<file path="config.mk">
export PLATFORM = sky130hd
export DESIGN_NAME = tt_reshape_seq
export DESIGN_NICKNAME = d
export VERILOG_FILES = /design/src/rtl/tt_reshape_seq.sv
export SDC_FILE = /design/constraint.sdc
export NUM_CORES = 1
export LEC_CHECK = 0
export BUFFER_PORTS_ARGS = -buffer_cell sky130_fd_sc_hd__buf_4
export CAP_MARGIN = 20
export CORE_ASPECT_RATIO = 0.6
export CORE_UTILIZATION = 45
export CTS_CLUSTER_SIZE = 12
export DETAILED_ROUTE_END_ITERATION = 6
export GPL_TIMING_DRIVEN = 0
export PLACE_DENSITY_LB_ADDON = 0.05
export REMOVE_ABC_BUFFERS = 1
export SETUP_SLACK_MARGIN = 0.4
export SYNTH_ARGS = -nofsm -noshare
export SYNTH_HDL_FRONTEND = slang
export SYNTH_SLANG_ARGS = --single-unit
</file>
<file path="constraint.sdc">
create_clock -name i_clk -period 4.1 [get_ports i_clk]
set_input_delay 0.41 -clock i_clk [delete_from_list [all_inputs] [get_ports i_clk]]
set_output_delay 0.41 -clock i_clk [all_outputs]
set_load 0.02 [all_outputs]
</file>
<file path="src/rtl/tt_reshape_seq.sv">
// tt_reshape_seq: streaming transpose sequencer.
// Row beats fill a single X_WIDTH x Y_WIDTH tile, which is then drained as
// Y_WIDTH column beats, each X_WIDTH bits wide. Fill and drain never overlap.
module tt_reshape_seq #(
    parameter int X_WIDTH = 32,
    parameter int Y_WIDTH = 4
) (
    input  logic               i_clk,
    input  logic               i_reset_n,
    input  logic               i_flush,
    input  logic               i_row_vld,
    input  logic [Y_WIDTH-1:0] i_row_data,
    input  logic               i_row_last,
    output logic               o_row_rdy,
    output logic               o_col_vld,
    output logic [X_WIDTH-1:0] o_col_data,
    output logic               o_col_last,
    input  logic               i_col_rdy,
    output logic               o_busy
);

    localparam int WCW = (X_WIDTH > 1) ? $clog2(X_WIDTH) : 1;
    localparam int CIW = (Y_WIDTH > 1) ? $clog2(Y_WIDTH) : 1;

    typedef enum logic {
        FILL  = 1'b0,
        DRAIN = 1'b1
    } state_e;

    state_e                           state_q, state_d;
    logic [WCW-1:0]                   wrCnt_q, wrCnt_d;
    logic [CIW-1:0]                   colIdx_q, colIdx_d;
    logic [X_WIDTH-1:0][Y_WIDTH-1:0]  tile_q, tile_d;
    logic [X_WIDTH-1:0]               colData;

    // Next-state logic: flush wins over any handshake, then fill or drain progress.
    always_comb begin
        state_d  = state_q;
        wrCnt_d  = wrCnt_q;
        colIdx_d = colIdx_q;
        tile_d   = tile_q;
        if (i_flush) begin
            state_d  = FILL;
            wrCnt_d  = '0;
            colIdx_d = '0;
            tile_d   = '0;
        end else begin
            case (state_q)
                FILL: begin
                    if (i_row_vld) begin
                        tile_d[wrCnt_q] = i_row_data;
                        if ((wrCnt_q == WCW'(X_WIDTH - 1)) || i_row_last) begin
                            state_d = DRAIN;
                            wrCnt_d = '0;
                        end else begin
                            wrCnt_d = wrCnt_q + 1'b1;
                        end
                    end
                end
                DRAIN: begin
                    if (i_col_rdy) begin
                        if (colIdx_q == CIW'(Y_WIDTH - 1)) begin
                            colIdx_d = '0;
                            tile_d   = '0;
                            state_d  = FILL;
                        end else begin
                            colIdx_d = colIdx_q + 1'b1;
                        end
                    end
                end
                default: begin
                    state_d = FILL;
                end
            endcase
        end
    end

    // State, counters and tile storage; a low reset restores the empty tile.
    always_ff @(posedge i_clk) begin
        if (!i_reset_n) begin
            state_q  <= FILL;
            wrCnt_q  <= '0;
            colIdx_q <= '0;
            tile_q   <= '0;
        end else begin
            state_q  <= state_d;
            wrCnt_q  <= wrCnt_d;
            colIdx_q <= colIdx_d;
            tile_q   <= tile_d;
        end
    end

    // Transpose slice of the tile at the current column, forced to zero outside drain.
    always_comb begin
        colData = '0;
        if (state_q == DRAIN) begin
            for (int x = 0; x < X_WIDTH; x++) begin
                colData[x] = tile_q[x][colIdx_q];
            end
        end
    end

    assign o_row_rdy  = (state_q == FILL);
    assign o_col_vld  = (state_q == DRAIN);
    assign o_col_data = colData;
    assign o_col_last = (state_q == DRAIN) && (colIdx_q == CIW'(Y_WIDTH - 1));
    assign o_busy     = (wrCnt_q != '0) || (state_q == DRAIN);

`ifdef SIM
`ifndef DISABLE_ASSERTIONS
    // A stalled row beat must stay presented with unchanged data until accepted.
    rowHoldA: assert property (@(posedge i_clk) disable iff (!i_reset_n || i_flush)
        (i_row_vld && !o_row_rdy) |=> (i_row_vld && $stable(i_row_data)))
        else $error("row beat dropped or changed while stalled");

    // Handshake outputs must always be known once out of reset.
    noXA: assert property (@(posedge i_clk)
        i_reset_n |-> !$isunknown({o_col_vld, o_row_rdy}))
        else $error("X on o_col_vld or o_row_rdy");
`endif
`endif

endmodule

</file>
# Word level (Yosys, flattened, before mapping)
# Cells that the tools add are included.
[totals]
input_bits = 10
out_inout_bits = 36
regBits = 136
[classes]
eq_ne = 5
n_lt_le_gt_ge = 3
muxes = 79
n_bitwise = 2
n_addsub = 2
n_reduce_logical = 9
[ops]
columns = ["cell", "n"]
rows = [
  ["128-bit two-way mux", 3],
  ["128-bit case mux with 2 select lines", 1],
  ["128-bit bitwise mux", 1],
  ["1-bit binary-select mux with 2-bit select", 32],
  ["1-bit two-way mux", 36],
  ["32-bit two-way mux", 1],
  ["4-bit demux with 5-bit select", 1],
  ["5-bit by 6-bit < comparator with 1-bit output, second input constant", 1],
  ["5-bit by 1-bit adder with 5-bit output, second input constant", 1],
  ["5-bit == test, second input constant", 1],
  ["5-bit by 1-bit >= comparator with 1-bit output, second input constant", 1],
  ["5-bit two-way mux", 1],
  ["5-bit nonzero test", 1],
  ["4-bit two-way mux", 1],
  ["2-bit inequality test, second input constant", 2],
  ["2-bit AND reduction", 2],
  ["2-bit by 3-bit < comparator with 1-bit output, second input constant", 1],
  ["3-bit AND reduction", 1],
  ["2-bit by 1-bit adder with 2-bit output, second input constant", 1],
  ["2-bit == test, second input constant", 1],
  ["1-bit logical AND", 2],
  ["1-bit logical OR", 2],
  ["2-bit two-way mux", 1],
  ["2-bit by 1-bit inequality test with 1-bit output, second input constant", 1],
  ["other kinds (3)", 4],
]

# Depth between registers and ports, before layout
[logic_depth]
ltp_word = 7
ltp_mapped = 7
mapped_depth_nobuf = 7

# Least setup slack after synthesis
# No wires, ideal clock.
[synth_path]
path_type = "reg-to-reg"
start = "register wrCnt_q[0]"
end = "register wrCnt_q[3]"
period_less_slack_ns = 1.869
setup_slack_ns = 2.231
t_arrival_ns = 1.799
required_time_ns = 4.030
path_stages_with_launch = 8
cell_sequence = "dfxtp_1 > ha_1 > nand3_1 > inv_1 > ha_1 > nor4b_4 > or3b_1 > a21oi_1"
[synth_via]
elab_chain_cells = 3
elab_cells_between_ends = 4
classes_between = "add/sub: 1; eq/ne: 1; mux: 1; reduce/logical: 1"
[synth_lines]
columns = ["element", "line_no", "rtl"]
rows = [
  ["start: declaration", "31", "logic [WCW-1:0] wrCnt_q, wrCnt_d;"],
  ["start signal: assignment", "87", "wrCnt_q <= wrCnt_d;"],
  ["branches (longest 2 deep; another with 5-bit by 1-bit adder with 5-bit output)", "-", ""],
  ["5-bit two-way mux (*)", "52", "if ((wrCnt_q == WCW'(X_WIDTH - 1)) || i_row_last) begin"],
]
# Mark *: on every way between the ends.
# A chain may end at the register's enable or synchronous reset.

# Worst setup path after layout
[layout_path]
start = "register colIdx_q[0]"
end = "output o_col_data[25]"
[layout_via]
elab_chain_cells = 3
[layout_lines]
columns = ["element", "line_no", "rtl"]
rows = [
  ["start: declaration", "32", "logic [CIW-1:0] colIdx_q, colIdx_d;"],
  ["start signal: assignment", "88", "colIdx_q <= colIdx_d;"],
  ["1-bit binary-select mux with 2-bit select", "98", "colData[x] = tile_q[x][colIdx_q];"],
  ["1-bit two-way mux (not written as such)", "98", ""],
  ["32-bit two-way mux", "96", "if (state_q == DRAIN) begin"],
  ["end: declaration", "16", "output logic [X_WIDTH-1:0] o_col_data,"],
]
# No other way between the ends. The select of a mux whose other input is x is not followed.

==> flow_summary.ini <==
[status]
status = completed

[logic_synthesis]
synth_seq_cells = 136
post_synth.cell_area_avg_um2 = 10.73
seq_area_frac_synth_pct = 42.37
synth_ff_type = sky130_fd_sc_hd__dfxtp_1
asyncSetResetFlopFracSynth_pct = 0
synth_enable_flop_cells = 0
yosysWarnings = 0
post_synth_instance_area_um2 = 6426
synth_area_leaders = sky130_fd_sc_hd__dfxtp_1 (42%), sky130_fd_sc_hd__mux4_2 (11%), sky130_fd_sc_hd__mux2i_1 (9.0%)
syn-instance-count = 599
netlist.area_leader.share_pct = 42.37
netlist-cell-type-count = 48
netlist.top_cell.by_area = sky130_fd_sc_hd__dfxtp_1

[floorplan]
floorplan.die.width_um = 156.3
ioPinCount = 46
die-height_um = 94.57
placement_rows = 33
fp.coreArea_um2 = 13790
initial_core_util_pct = 46.60
die_area_um2 = 14780

[power]
pwr_density_nw_per_um2 = 411.3
fin_total_pwr_mw = 3.078
ir_worst_vdd_uv = 245.2
power_leakage_nw = 2.866

[setup_path]
end_kind = primary output
largest_fanout_of_any_net_on_the_critical_path = 20
timing.critical_path.arrival_ns = 2.32
crit_chain = buf_12 > mux4_2 > and2_1 > buf_4
critical_path_buf_inv_count = 2
largest_stage_delay_on_the_critical_path_ns = 0.70
type_of_the_setup_path_with_the_least_slack = flip-flop to primary output
critPathLaunchType = flip-flop
cp_top_family = flip-flops
worst_ep_required_time_ns = 3.69
timing.critical_path.slowest_stage_cell = sky130_fd_sc_hd__dfxtp_2

[routing]
detailedRoute.firstIterationViolations = 354
route.vias.total = 4961
drt_first_pass_iters = 5
vias_per_cell = 6.087
post_detailed_route_drc_marker_count = 0
drt_wl_total_um = 16810
route.antenna.remaining_nets = 0
drt-wirelength-per-cell_um = 20.62

[layout]
layout.core_utilization_pct = 54.26
antennaDiodeCount = 0
areaGrowthSynthToFinish_pct = 16.43
num-nets-final = 627
drive_gt1_share_pct = 22.31

[global_routing]
grt.overflow.total = 0
grt_pass1_vias = 4805
grt_util_all_layers_pct = 24.17
antenna_found_initial = 0
grt_start_max_net_pins = 56
first_pass_grt_wire_length_um = 26920

[cts]
cts.htree.levels = 4
clock_tree.root_cell = sky130_fd_sc_hd__clkbuf_16
cts_made_buffers = 17
cts_tree = done
insertion_delay_ns = 0.41
cts.clk_slew.worst_paths_ns = 0.06
cts.sinks = 136
cts_max_path_buffers = 2
post_cts_setup_bufs = 0
post_cts_gate_resize_count = 0
cts_hold_buffers = 0

[hold_path]
min-delay-path-class = input pin to flip-flop

[timing]
slew-limit-headroom_pct = 30.75
timing.final.max_slew_violations = 0
achievable-frequency_ghz = 0.3664
timing.final.crit_share_pct = 66.58
timing.final.crit_period_ns = 2.730
tightestPinTransition_ns = 1.037
final.setup_skew_ns = 0.01309
setup-violations-final = 0
report.final.hold_viol_count = 0
rsz_0062_raised_after_global_routing = false

[placed_design]
hpwlAfterDp_um = 10830
gp_congestion = 0.7534
io_buffer_count = 45

[run]
number_of_max_cap_violations = 0
==> registers in the layout, summed over array words and instances (netlist names) <==
register,cells
wrCnt_q,5
tile_q,128
colIdx_q,2
o_col_vld,1
==> placed cells by master, fill, tap and decap left out, types with 3 or more instances in the layout <==
master                       instances
sky130_fd_sc_hd__a211oi_1            4
sky130_fd_sc_hd__a211oi_2            5
sky130_fd_sc_hd__a21oi_1             6
sky130_fd_sc_hd__a22o_1             26
sky130_fd_sc_hd__a32o_1             16
sky130_fd_sc_hd__and2_1             38
sky130_fd_sc_hd__and3_1              3
sky130_fd_sc_hd__and4b_1             5
sky130_fd_sc_hd__and4bb_2            4
sky130_fd_sc_hd__buf_12              5
sky130_fd_sc_hd__buf_4              45
sky130_fd_sc_hd__bufinv_16           4
sky130_fd_sc_hd__clkbuf_16          17
sky130_fd_sc_hd__clkbuf_8            3
sky130_fd_sc_hd__clkinvlp_4          3
sky130_fd_sc_hd__dfxtp_1           133
sky130_fd_sc_hd__dfxtp_2             3
sky130_fd_sc_hd__ha_1                6
sky130_fd_sc_hd__inv_1               5
sky130_fd_sc_hd__mux2i_1            58
sky130_fd_sc_hd__mux4_2             32
sky130_fd_sc_hd__nand2_1            30
sky130_fd_sc_hd__nand2_2             3
sky130_fd_sc_hd__nand2b_1            3
sky130_fd_sc_hd__nand3_1            61
sky130_fd_sc_hd__nand4b_1            5
sky130_fd_sc_hd__nor2_1             12
sky130_fd_sc_hd__o2111ai_1          28
sky130_fd_sc_hd__o21ai_0            29
==> through the flow <==
| stage | hold slack, ns | worst slack (ns) | area, um2 | instances | setup TNS (ns) |
|---|---|---|---|---|---|
| after floorplan | 0.4366 | 0.2808 | 6137 | 540 | 0 |
| after global placement | 0.4443 | -1.294 | 6715 | 777 | -66.32 |
| after detailed placement | 0.4530 | 1.467 | 6834 | 783 | 0 |
| after CTS | 0.2830 | 1.331 | 7471 | 814 | 0 |
| after global routing | 0.2918 | 1.244 | 7482 | 815 | 0 |
| final | 0.2988 | 1.370 | 7482 | 815 | 0 |
==> final timing paths <==
check                                   start        endpoint  slack, ns  depth (start not counted)
worst max-delay path              colIdx_q[0]  o_col_data[25]       1.37                          4
worst min-delay path            i_row_data[0]       tile_q[0]       0.30                          2
worst max register to register    colIdx_q[0]      tile_q[29]       1.46                          5
worst min register to register      tile_q[2]       tile_q[2]       0.46                          1
==> synth_stat cells, drive strengths merged (2+ instances only) <==
library cell and n:
a21oi 6, mux2i 58, nor2 15, and2 38, o2111ai 28, and3 3
mux4 32, and4bb 4, a22oi 2, clkbuf 26, dfxtp 136, buf 33
ha 6, and4b 5, a22o 26, a32o 16, nor2b 2, nand2b 4
nand4b 5, nand2 33, nor3b 3, o21ai 31, inv 5, a211oi 9
nand3 62
==> power breakdown <==
| part | switching, mW | internal [mW] | total [mW] |
|---|---|---|---|
| Clock | 0.585 | 1.06 | 1.65 |
| Sequential | 0.00392 | 1.32 | 1.33 |
| Combinational | 0.0716 | 0.0289 | 0.101 |
==> logic make-up (layout without fill, tap and decap cells) <==
group | count (synthesis) | count (layout) | share of synthesized area [%]
buf+inv | 64 | 88 | 4.790
fa+ha+maj | 6 | 6 | 1.168
compound gates | 120 | 120 | 14.72
flops | 136 | 136 | 42.37
xor+xnor | 1 | 1 | 0.1363
simple gates | 182 | 182 | 16.57
mux | 90 | 90 | 20.25
==> routing by layer <==
layer / vias up / wire (um) / track usage, % / share of wire, %
met2: 127 / 7368 / 37.02 / 44
met4: 0 / 191 / 7.925 / 1.1
li1: 2304 / - / - / -
met5: - / 0 / 0 / 0
met3: 18 / 777 / 3.993 / 4.6
met1: 2512 / 8471 / 34.64 / 50
==> worst reg2reg max path, stage by stage, from the launching register on <==
cell	delay (ns)
sky130_fd_sc_hd__dfxtp_2	0.70
sky130_fd_sc_hd__ha_1	0.34
sky130_fd_sc_hd__nand3_4	0.39
sky130_fd_sc_hd__buf_12	0.35
sky130_fd_sc_hd__a2111o_1	0.57
sky130_fd_sc_hd__mux2i_1	0.17
==> layout make-up <==
cell class	count	area, um2
well taps	192	240.2
fillers	1232	6309
inverters	5	18.77
clock inverters	11	170.2
repair buffers	52	454.2
clock buffers	20	466.7
flip-flops and latches	136	2726
multi-input cells	399	3406
No activity file was read; power rests on OpenSTA's default activity.
